## src/rtl/ps2_pkg.sv

```systemverilog
// Shared PS/2 definitions used by the host transmitter and the receiver.
package ps2_pkg;

  typedef enum logic [2:0] {
    IDLE,
    INHIBIT,
    REQ,
    DATA,
    PARITY,
    STOP,
    WAIT_IDLE
  } ps2_state_e;

  localparam int PS2_DATA_BITS      = 8;
  localparam int PS2_INHIBIT_CYCLES = 5000;    // 100us @ 50MHz
  localparam int PS2_TIMEOUT_CYCLES = 750000;  // 15ms @ 50MHz

  // Odd parity bit for one PS/2 data byte.
  function automatic logic ps2_odd_parity(input logic [PS2_DATA_BITS-1:0] d);
    return ~^d;
  endfunction

endpackage

```

## src/rtl/ps2_line_sync.sv

```systemverilog
// Brings the asynchronous PS/2 clock/data lines into the clk domain and
// flags falling edges of the synchronised clock line.
module ps2_line_sync (
  input  logic clk,
  input  logic rst,
  input  logic ps2_clk,
  input  logic ps2_data,
  output logic clk_sync,
  output logic data_sync,
  output logic clk_fall
);

  logic clk_meta;
  logic data_meta;
  logic clk_prev;

  // Two-flop synchronisers plus one history flop for edge detection; idle lines read high.
  always_ff @(posedge clk) begin
    if (rst) begin
      clk_meta  <= 1'b1;
      clk_sync  <= 1'b1;
      clk_prev  <= 1'b1;
      data_meta <= 1'b1;
      data_sync <= 1'b1;
    end else begin
      clk_meta  <= ps2_clk;
      clk_sync  <= clk_meta;
      clk_prev  <= clk_sync;
      data_meta <= ps2_data;
      data_sync <= data_meta;
    end
  end

  // Falling edge of the synchronised clock line.
  always_comb begin
    clk_fall = clk_prev & ~clk_sync;
  end

endmodule

```

## src/rtl/ps2_host_tx.sv

```systemverilog
// Host-to-device PS/2 transmitter: sends one command byte and checks the device ACK.
//
// state     | meaning
// IDLE      | lines released, waiting for tx_valid
// INHIBIT   | clock held low; data pulled low on the last cycle (request-to-send)
// REQ       | clock released, start bit (data low) waiting for first device fall
// DATA      | placing data bits LSB first on each device clock fall
// PARITY    | parity bit on the line, waiting for the fall that releases data
// STOP      | stop bit (released) on the line, ACK sampled on next fall
// WAIT_IDLE | ACK seen, waiting for both lines to return high
module ps2_host_tx
  import ps2_pkg::*;
#(
  parameter int INHIBIT_CYCLES = PS2_INHIBIT_CYCLES,
  parameter int TIMEOUT_CYCLES = PS2_TIMEOUT_CYCLES
) (
  input  logic       clk,
  input  logic       rst,
  input  logic       tx_valid,
  input  logic [7:0] tx_data,
  output logic       tx_ready,
  input  logic       ps2_clk,
  input  logic       ps2_data,
  output logic       ps2_clk_drive_low,
  output logic       ps2_data_drive_low,
  output logic       busy,
  output logic       done,
  output logic       err
);

  localparam int INH_W = $clog2(INHIBIT_CYCLES + 1);
  localparam int TMO_W = $clog2(TIMEOUT_CYCLES + 1);
  localparam logic [INH_W-1:0] INH_LOAD = INH_W'(INHIBIT_CYCLES - 1);
  localparam logic [TMO_W-1:0] TMO_LAST = TMO_W'(TIMEOUT_CYCLES - 1);

  ps2_state_e state_q, state_d;
  logic [PS2_DATA_BITS:0] shift_q, shift_d;
  logic [2:0]             bit_cnt_q, bit_cnt_d;
  logic [INH_W-1:0]       inh_cnt_q, inh_cnt_d;
  logic [TMO_W-1:0]       tmo_cnt_q, tmo_cnt_d;
  logic                   clk_low_d, data_low_d, done_d, err_d;
  logic                   clk_sync, data_sync, clk_fall;
  logic                   in_frame, timeout;

  ps2_line_sync u_line_sync (
    .clk       (clk),
    .rst       (rst),
    .ps2_clk   (ps2_clk),
    .ps2_data  (ps2_data),
    .clk_sync  (clk_sync),
    .data_sync (data_sync),
    .clk_fall  (clk_fall)
  );

  // Next-state, shift/counter updates and next values of the registered outputs.
  always_comb begin
    state_d    = state_q;
    shift_d    = shift_q;
    bit_cnt_d  = bit_cnt_q;
    inh_cnt_d  = inh_cnt_q;
    tmo_cnt_d  = tmo_cnt_q;
    clk_low_d  = ps2_clk_drive_low;
    data_low_d = ps2_data_drive_low;
    done_d     = 1'b0;
    err_d      = 1'b0;
    in_frame   = (state_q != IDLE) && (state_q != INHIBIT);
    timeout    = in_frame && (tmo_cnt_q == TMO_LAST);

    case (state_q)
      IDLE: begin
        clk_low_d  = 1'b0;
        data_low_d = 1'b0;
        if (tx_valid && tx_ready) begin
          // Parity sits above the data byte so it shifts out right after bit7.
          shift_d    = {ps2_odd_parity(tx_data), tx_data};
          inh_cnt_d  = INH_LOAD;
          clk_low_d  = 1'b1;
          data_low_d = (INHIBIT_CYCLES == 1);
          state_d    = INHIBIT;
        end
      end
      INHIBIT: begin
        if (inh_cnt_q == '0) begin
          clk_low_d  = 1'b0;
          data_low_d = 1'b1;
          tmo_cnt_d  = '0;
          state_d    = REQ;
        end else begin
          inh_cnt_d = inh_cnt_q - INH_W'(1);
          if (inh_cnt_q == INH_W'(1)) data_low_d = 1'b1;
        end
      end
      REQ: begin
        if (clk_fall) begin
          data_low_d = ~shift_q[0];
          shift_d    = shift_q >> 1;
          bit_cnt_d  = '0;
          state_d    = DATA;
        end
      end
      DATA: begin
        if (clk_fall) begin
          data_low_d = ~shift_q[0];
          shift_d    = shift_q >> 1;
          if (bit_cnt_q == 3'd7) state_d = PARITY;
          else                   bit_cnt_d = bit_cnt_q + 3'd1;
        end
      end
      PARITY: begin
        if (clk_fall) begin
          data_low_d = 1'b0;
          state_d    = STOP;
        end
      end
      STOP: begin
        if (clk_fall) begin
          if (!data_sync) begin
            state_d = WAIT_IDLE;
          end else begin
            err_d   = 1'b1;
            state_d = IDLE;
          end
        end
      end
      WAIT_IDLE: begin
        if (clk_sync && data_sync) begin
          done_d  = 1'b1;
          state_d = IDLE;
        end
      end
      default: begin
        state_d = IDLE;
      end
    endcase

    // Timeout overrides whatever the frame logic decided this cycle.
    if (in_frame) begin
      tmo_cnt_d = tmo_cnt_q + TMO_W'(1);
      if (timeout) begin
        clk_low_d  = 1'b0;
        data_low_d = 1'b0;
        done_d     = 1'b0;
        err_d      = 1'b1;
        state_d    = IDLE;
      end
    end
  end

  // State, datapath and registered outputs.
  always_ff @(posedge clk) begin
    if (rst) begin
      state_q            <= IDLE;
      shift_q            <= '0;
      bit_cnt_q          <= '0;
      inh_cnt_q          <= '0;
      tmo_cnt_q          <= '0;
      ps2_clk_drive_low  <= 1'b0;
      ps2_data_drive_low <= 1'b0;
      tx_ready           <= 1'b1;
      busy               <= 1'b0;
      done               <= 1'b0;
      err                <= 1'b0;
    end else begin
      state_q            <= state_d;
      shift_q            <= shift_d;
      bit_cnt_q          <= bit_cnt_d;
      inh_cnt_q          <= inh_cnt_d;
      tmo_cnt_q          <= tmo_cnt_d;
      ps2_clk_drive_low  <= clk_low_d;
      ps2_data_drive_low <= data_low_d;
      tx_ready           <= (state_d == IDLE);
      busy               <= (state_d != IDLE);
      done               <= done_d;
      err                <= err_d;
    end
  end

endmodule
```

## config.mk

```make
export PLATFORM = sky130hd
export DESIGN_NAME = ps2_host_tx
export DESIGN_NICKNAME = d
export VERILOG_FILES = /design/src/rtl/ps2_pkg.sv /design/src/rtl/ps2_line_sync.sv /design/src/rtl/ps2_host_tx.sv
export SDC_FILE = /design/constraint.sdc
export NUM_CORES = 1
export LEC_CHECK = 0
export ABC_AREA = 1
export CAP_MARGIN = 40
export CORE_MARGIN = 2
export CORE_UTILIZATION = 30
export DETAILED_ROUTE_END_ITERATION = 7
export GPL_ROUTABILITY_DRIVEN = 1
export GPL_TIMING_DRIVEN = 0
export PLACE_DENSITY = 0.57
export RECOVER_POWER = 100
export SLEW_MARGIN = 10
export SYNTH_ARGS = -nofsm -noshare
export SYNTH_HDL_FRONTEND = slang
export SYNTH_HIERARCHICAL = 1
export SYNTH_SLANG_ARGS = --single-unit
```

## constraint.sdc

```tcl
create_clock -name clk -period 1.8 [get_ports clk]
set_clock_uncertainty 0.1 [all_clocks]
set_input_delay 0.27 -clock clk [delete_from_list [all_inputs] [get_ports clk]]
set_output_delay 0.27 -clock clk [all_outputs]
set_load 0.05 [all_outputs]
```

==> qor.tcl <==
set qor(run_status) {completed}
set qor(worst-slew-pin-transition_ns) 0.548
set qor(initialDrtViolationCount) 162
set qor(pin_count_of_the_biggest_net_entering_global_routing) 11
set qor(grt_first_pass_wirelength_mm) 13.9
set qor(place_ws_ns) -0.437
set qor(worst_path_dominant_cell_family) {simple AND/OR/NAND/NOR gates}
set qor(core_area_mm2) 0.0107
set qor(rsz0062_at_grt) {no}
set qor(final_layout_size_suffix_gt1_share_pct) 11.1
set qor(ys_ff_latch) 59
set qor(final_cell_mix) {sky130_fd_sc_hd__nand2_1 (148), sky130_fd_sc_hd__nor2_1 (68), sky130_fd_sc_hd__dfxtp_1 (57), sky130_fd_sc_hd__inv_1 (48), sky130_fd_sc_hd__nand3_1 (33)}
set qor(longest_clk_path_bufs) 2
set qor(critical_path.n_buffers_inverters) 2
set qor(crit_arrival_ns) 1.82
set qor(power-per-cell-area_mw_per_mm2) 1320
set qor(antennaDiodeCount) 0
set qor(slew_violations) 0
set qor(leakagePower_nw) 1.68
set qor(slowest_stage) {sky130_fd_sc_hd__dfxtp_1}
set qor(slowest_delay_ns) 0.42
set qor(top_layer) {met4}
set qor(ys.flop_type) {sky130_fd_sc_hd__dfxtp_1}
set qor(crit_path_start_kind) {flip-flop}
set qor(initial_utilization_pct) 30.5
set qor(crit_fanout) 10
set qor(finalWorstPathRequiredPeriod_ns) 1.68
set qor(drt_pre_antenna_iters) 4
set qor(detail-route-antenna-nets) 0
set qor(htreeDepth) 3
set qor(ys_async_sr_fraction_pct) 0
set qor(timing_hold_violations_final) 0
set qor(cts.root.buffer_cell) {sky130_fd_sc_hd__clkbuf_8}
set qor(global_route.overflow_total) 0
set qor(ys_seq_area_share_pct) 36.0
set qor(drc_errors) 0
set qor(dpl.hpwl_mm) 5.92
set qor(fin_nets) 553
set qor(antenna_violations_before_repair) 0
set qor(ys_types) 34
set qor(buffer_ports.inserted) 18
set qor(die_h_um) 109
set qor(wl_met2_mm) 3.94
set qor(finalWeightedCongestion) 0.878
set qor(path_clk_slew_ns) 0.07
set qor(die_extent_in_x_um) 109
set qor(final.setup.worst_slack_ns) 0.119
set qor(drv_cap) 0
set qor(syn-cell-area_mm2) 0.00328
set qor(numClockSinks) 59
set qor(grtUsageTotal_pct) 15.1
set qor(avgSynthCellArea_um2) 6.52
set qor(wl_per_cell_um) 12.1
set qor(post_route_non_filler_standard_cell_count) 679
set qor(slew_headroom_pct) 63.5
set qor(die_area_mm2) 0.0118
set qor(largest_area_contributor_in_the_netlist) {sky130_fd_sc_hd__dfxtp_1}
set qor(area_growth_syn_to_layout_pct) 19.1
set qor(cts_inserted_buffers) 9
set qor(final.setup.tns_ns) 0
set qor(fp-row-count) 38
set qor(final.period_utilization_pct) 93.4
set qor(critPathKind) {flip-flop to flip-flop}
set qor(clk_lat_worst_skew_ns) 0.35
set qor(post-route-util_pct) 36.4
set qor(synth-edff-count) 0
set qor(synth.net_count) 522
set qor(synth.top_cell.area_share_pct) 36.0
set qor(postSynthCellCount) 503
set qor(vdd_drop_max_v) 0.000842
set qor(final-setup-viol-count) 0
set qor(avgViaCountPerCell) 4.75
set qor(crit_required_ns) 1.94
set qor(num_vias) 3224
set qor(first_global_vias) 3027
set qor(critical_path.endpoint_type) {flip-flop}
set qor(cts_tree) {done}
set qor(synth_area_leaders) {sky130_fd_sc_hd__dfxtp_1 (36%), sky130_fd_sc_hd__nand2_1 (17%), sky130_fd_sc_hd__nor2_1 (8.5%)}
set qor(synth-warning-count) 6
set qor(crit_chain) {inv_1, nor2_8, nand3_2, buf_4, a22oi_1, nor2_1}
set qor(totalPowerFinal_mw) 5.14
set qor(routed_wl_mm) 8.20
set qor(layout_commonest_cell) {sky130_fd_sc_hd__nand2_1}
set qor(nFillCells) 1196
set qor(routed-wl-met3_um) 269
set qor(placedCellCount) 661
set qor(wl_met1_mm) 3.91
set qor(max_freq_mhz) 595
set qor(timing.hold.worst.class) {input pin to flip-flop}
set qor(floorplan.io_pins) 19
## area by class of cell
type | count | area [um^2] | share of cell area, %
sequential | 59 | 1180 | 30.3
clock buffer | 11 | 151 | 3.87
clock inverter | 5 | 75.1 | 1.92
multi-input combinational | 379 | 1860 | 47.6
buffer | 10 | 66.3 | 1.70
tap | 140 | 175 | 4.48
timing repair buffer | 21 | 189 | 4.83
inverter | 54 | 208 | 5.31
## routing by layer
metal / up-vias / GRT usage, %
met5: - / 0
met4: 0 / 4.85
met3: 8 / 4.10
met2: 43 / 25.4
met1: 1492 / 18.6
li1: 1681 / -
## timing repair
| action | CTS | global route |
|---|---|---|
| gates cloned | 0 | 0 |
| endpoints found under the setup margin | 17 | 37 |
| buffers inserted | 1 | 2 |
| gates resized for setup | 10 | 17 |
| hold buffers | 0 | 0 |
| pin swaps | 0 | 2 |
## synth_stat cells, types with 6 or more instances
cell / instances
sky130_fd_sc_hd__a21oi_1: 31
sky130_fd_sc_hd__nand4_1: 10
sky130_fd_sc_hd__nor2_1: 74
sky130_fd_sc_hd__a31oi_1: 8
sky130_fd_sc_hd__nand3_1: 34
sky130_fd_sc_hd__xor2_1: 7
sky130_fd_sc_hd__inv_1: 49
sky130_fd_sc_hd__ha_1: 6
sky130_fd_sc_hd__o21ai_0: 25
sky130_fd_sc_hd__dfxtp_1: 59
sky130_fd_sc_hd__nor3_1: 7
sky130_fd_sc_hd__nand2_1: 147
## where the power goes
group          total [mW]  internal [mW]  switching [mW]
clock network        1.38          0.847           0.532
logic                2.02          0.706            1.31
registers            1.74           1.53           0.209
## sequential cells by signal, indices dropped and copies added (netlist names)
signal,flops
tmo_cnt_q,20
bit_cnt_q,3
ps2_clk_drive_low,1
inh_cnt_q,13
u_line_sync/clk_meta,1
err,1
u_line_sync/data_sync,1
shift_q,9
u_line_sync/clk_sync,1
done,1
tx_ready,1
busy,1
u_line_sync/clk_prev,1
state_q,3
ps2_data_drive_low,1
u_line_sync/data_meta,1
## kinds of logic after synthesis
| logic type | after synthesis | synth area share [%] |
|---|---|---|
| simple gates | 291 | 39.0 |
| buf+inv | 65 | 8.31 |
| xor+xnor | 11 | 2.94 |
| compound gates | 71 | 11.5 |
| fa+ha+maj | 6 | 2.29 |
| flops | 59 | 36.0 |
## worst paths after layout
check | from | end | slack [ns] | cells past startpoint
max | state_q[0]$_SDFF_PP0_ | tmo_cnt_q[10]$_SDFFE_PP0P_ | 0.12 | 6
min | rst | tmo_cnt_q[4]$_SDFFE_PP0P_ | 0.29 | 2
max reg2reg | state_q[0]$_SDFF_PP0_ | tmo_cnt_q[10]$_SDFFE_PP0P_ | 0.12 | 6
min reg2reg | u_line_sync/data_meta$_SDFF_PP1_ | u_line_sync/data_sync$_SDFF_PP1_ | 0.30 | 2
## metrics by stage
stage | cell area [um^2] | hold slack [ns]
2_1_floorplan | 3280 | 0.262
3_3_place_gp | 3640 | 0.292
3_5_place_dp | 3640 | 0.294
6_report | 3910 | 0.286
5_1_grt | 3910 | 0.315
4_1_cts | 3870 | 0.310
(Power assumes the default switching activity.)
==> RTL edit: new RTL, same flow settings <==
Remove the register `err`: a continuous assignment takes its place, so the output `err` follows one clock earlier.
--- a/src/rtl/ps2_host_tx.sv
+++ b/src/rtl/ps2_host_tx.sv
@@ -159,7 +159,6 @@
       tx_ready           <= 1'b1;
       busy               <= 1'b0;
       done               <= 1'b0;
-      err                <= 1'b0;
     end else begin
       state_q            <= state_d;
       shift_q            <= shift_d;
@@ -171,8 +170,9 @@
       tx_ready           <= (state_d == IDLE);
       busy               <= (state_d != IDLE);
       done               <= done_d;
-      err                <= err_d;
     end
   end
 
+  assign err = err_d;
+
 endmodule
Check against the original RTL: same outputs for any inputs over 10 cycles, from zero or initial values and one cycle with rst high; that may be too few to reach the edited logic, so the function may still have changed.
==> RTL edit against the original RTL <==
- the flow now finishes with violations (negative setup slack)
- die area fell by 2.5%
- first-iteration DRC count is 16% lower
- sequential cell count decreased by 1
- setup slack worse by 0.12 ns
- power decreased by 1.1%
- synthesized area down 2.6%
- core utilization up 1.8 points
- wire length shrank 7.4%
- design area is 0.74% higher
- count of clock-buffer cells in the layout unchanged
- critical path type is now flip-flop to output pin
- largest power group unchanged
==> RTL edit: results (changes against the original RTL) <==
INFO  metric synth_compound_area_share = 11.4% (was 11.5%)
INFO  metric synth.net_count = 510 (was 522)
INFO  metric worstMarginPinSlew = 0.534 ns (was 0.548 ns)
INFO  metric run_status = finished, violations left (was complete, no violations)
INFO  metric holdCritPathClass = flip-flop to flip-flop (was input pin to flip-flop)
INFO  metric cts-resized-gates = 30 (was 10)
INFO  metric failing_checks = negative setup slack
INFO  metric avgViaCountPerCell = 4.63 (was 4.75)
INFO  metric drt_first_iter_violations = 136 (was 162)
INFO  metric critical_path.reg2reg.startpoint = state_q[2] (was state_q[0])
INFO  metric netlist_instances = 491 (was 503)
INFO  metric path_max_fanout = 7 (was 10)
INFO  metric seq_area_frac_synth = 36.3% (was 36.0%)
INFO  metric vdd_ir_drop_max = 0.577 mV (was 0.842 mV)
INFO  metric setup_violations = 1 (was 0)
INFO  metric post_synth_num_cell_types = 32 (was 34)
INFO  metric layout-drive-gt1-share = 15.0% (was 11.1%)
INFO  metric timing.setup.tns = -0.00209 ns (was 0 ns)
INFO  metric number_of_global_route_vias_before_repair = 2864 (was 3027)
INFO  metric wl_per_cell = 11.4 um (was 12.1 um)
INFO  metric worst_slack = -0.00209 ns (was 0.119 ns)
INFO  metric post_cts.repair.setup_buffers = 0 (was 1)
INFO  metric hold-path-endpoint = u_line_sync/data_sync (was tmo_cnt_q[4])
INFO  metric cellLeakagePower = 1.72 nW (was 1.68 nW)
INFO  metric post_synth_fa_ha_maj_area_fraction = 2.35% (was 2.29%)
INFO  metric synth_top_cells_by_area = dfxtp_1 36%, nand2_1 17%, nor2_1 7.3%, nand3_1 6.1%, inv_1 5.8% (was dfxtp_1 36%, nand2_1 17%, nor2_1 8.5%, inv_1 5.6%, nand3_1 5.2%)
INFO  metric globalRouteTotalUtil = 14.2% (was 15.1%)
INFO  metric worst_hold_margin = 0.306 ns (was 0.286 ns)
INFO  metric n_fill_cell = 1088 (was 1196)
INFO  metric worst-endpoint-arrival = 1.43 ns (was 1.82 ns)
INFO  metric post-dp-hpwl = 5.56 mm (was 5.92 mm)
-- RTL edit: area by class of cell --
cell class              instances  area, sq um  area share, %
plain buffers                  10         62.6           1.59
clock buffers                  11          141           3.59
clock inverters                 5         53.8           1.37
inverters                      56          224           5.69
multi-input cells             366         1860           47.3
flip-flops and latches         58         1190           30.2
well taps                     136          170           4.32
repair buffers                 26          235           5.97
-- RTL edit: power by group --
group	internal, mW	switching, mW	total (mW)
logic	0.793	1.39	2.18
registers	1.51	0.189	1.70
clock network	0.672	0.535	1.21
total	2.97	2.11	5.08
-- RTL edit: layer usage --
| layer | track usage [%] | wire (um) | vias up | part of all wire [%] |
|---|---|---|---|---|
| li1 | - | - | 1652 | - |
| met1 | 18.0 | 3710 | 1390 | 49 |
| met2 | 23.1 | 3530 | 39 | 47 |
| met3 | 3.83 | 235 | 9 | 3.1 |
| met4 | 5.19 | 111 | 0 | 1.5 |
| met5 | 0 | 0 | - | 0 |
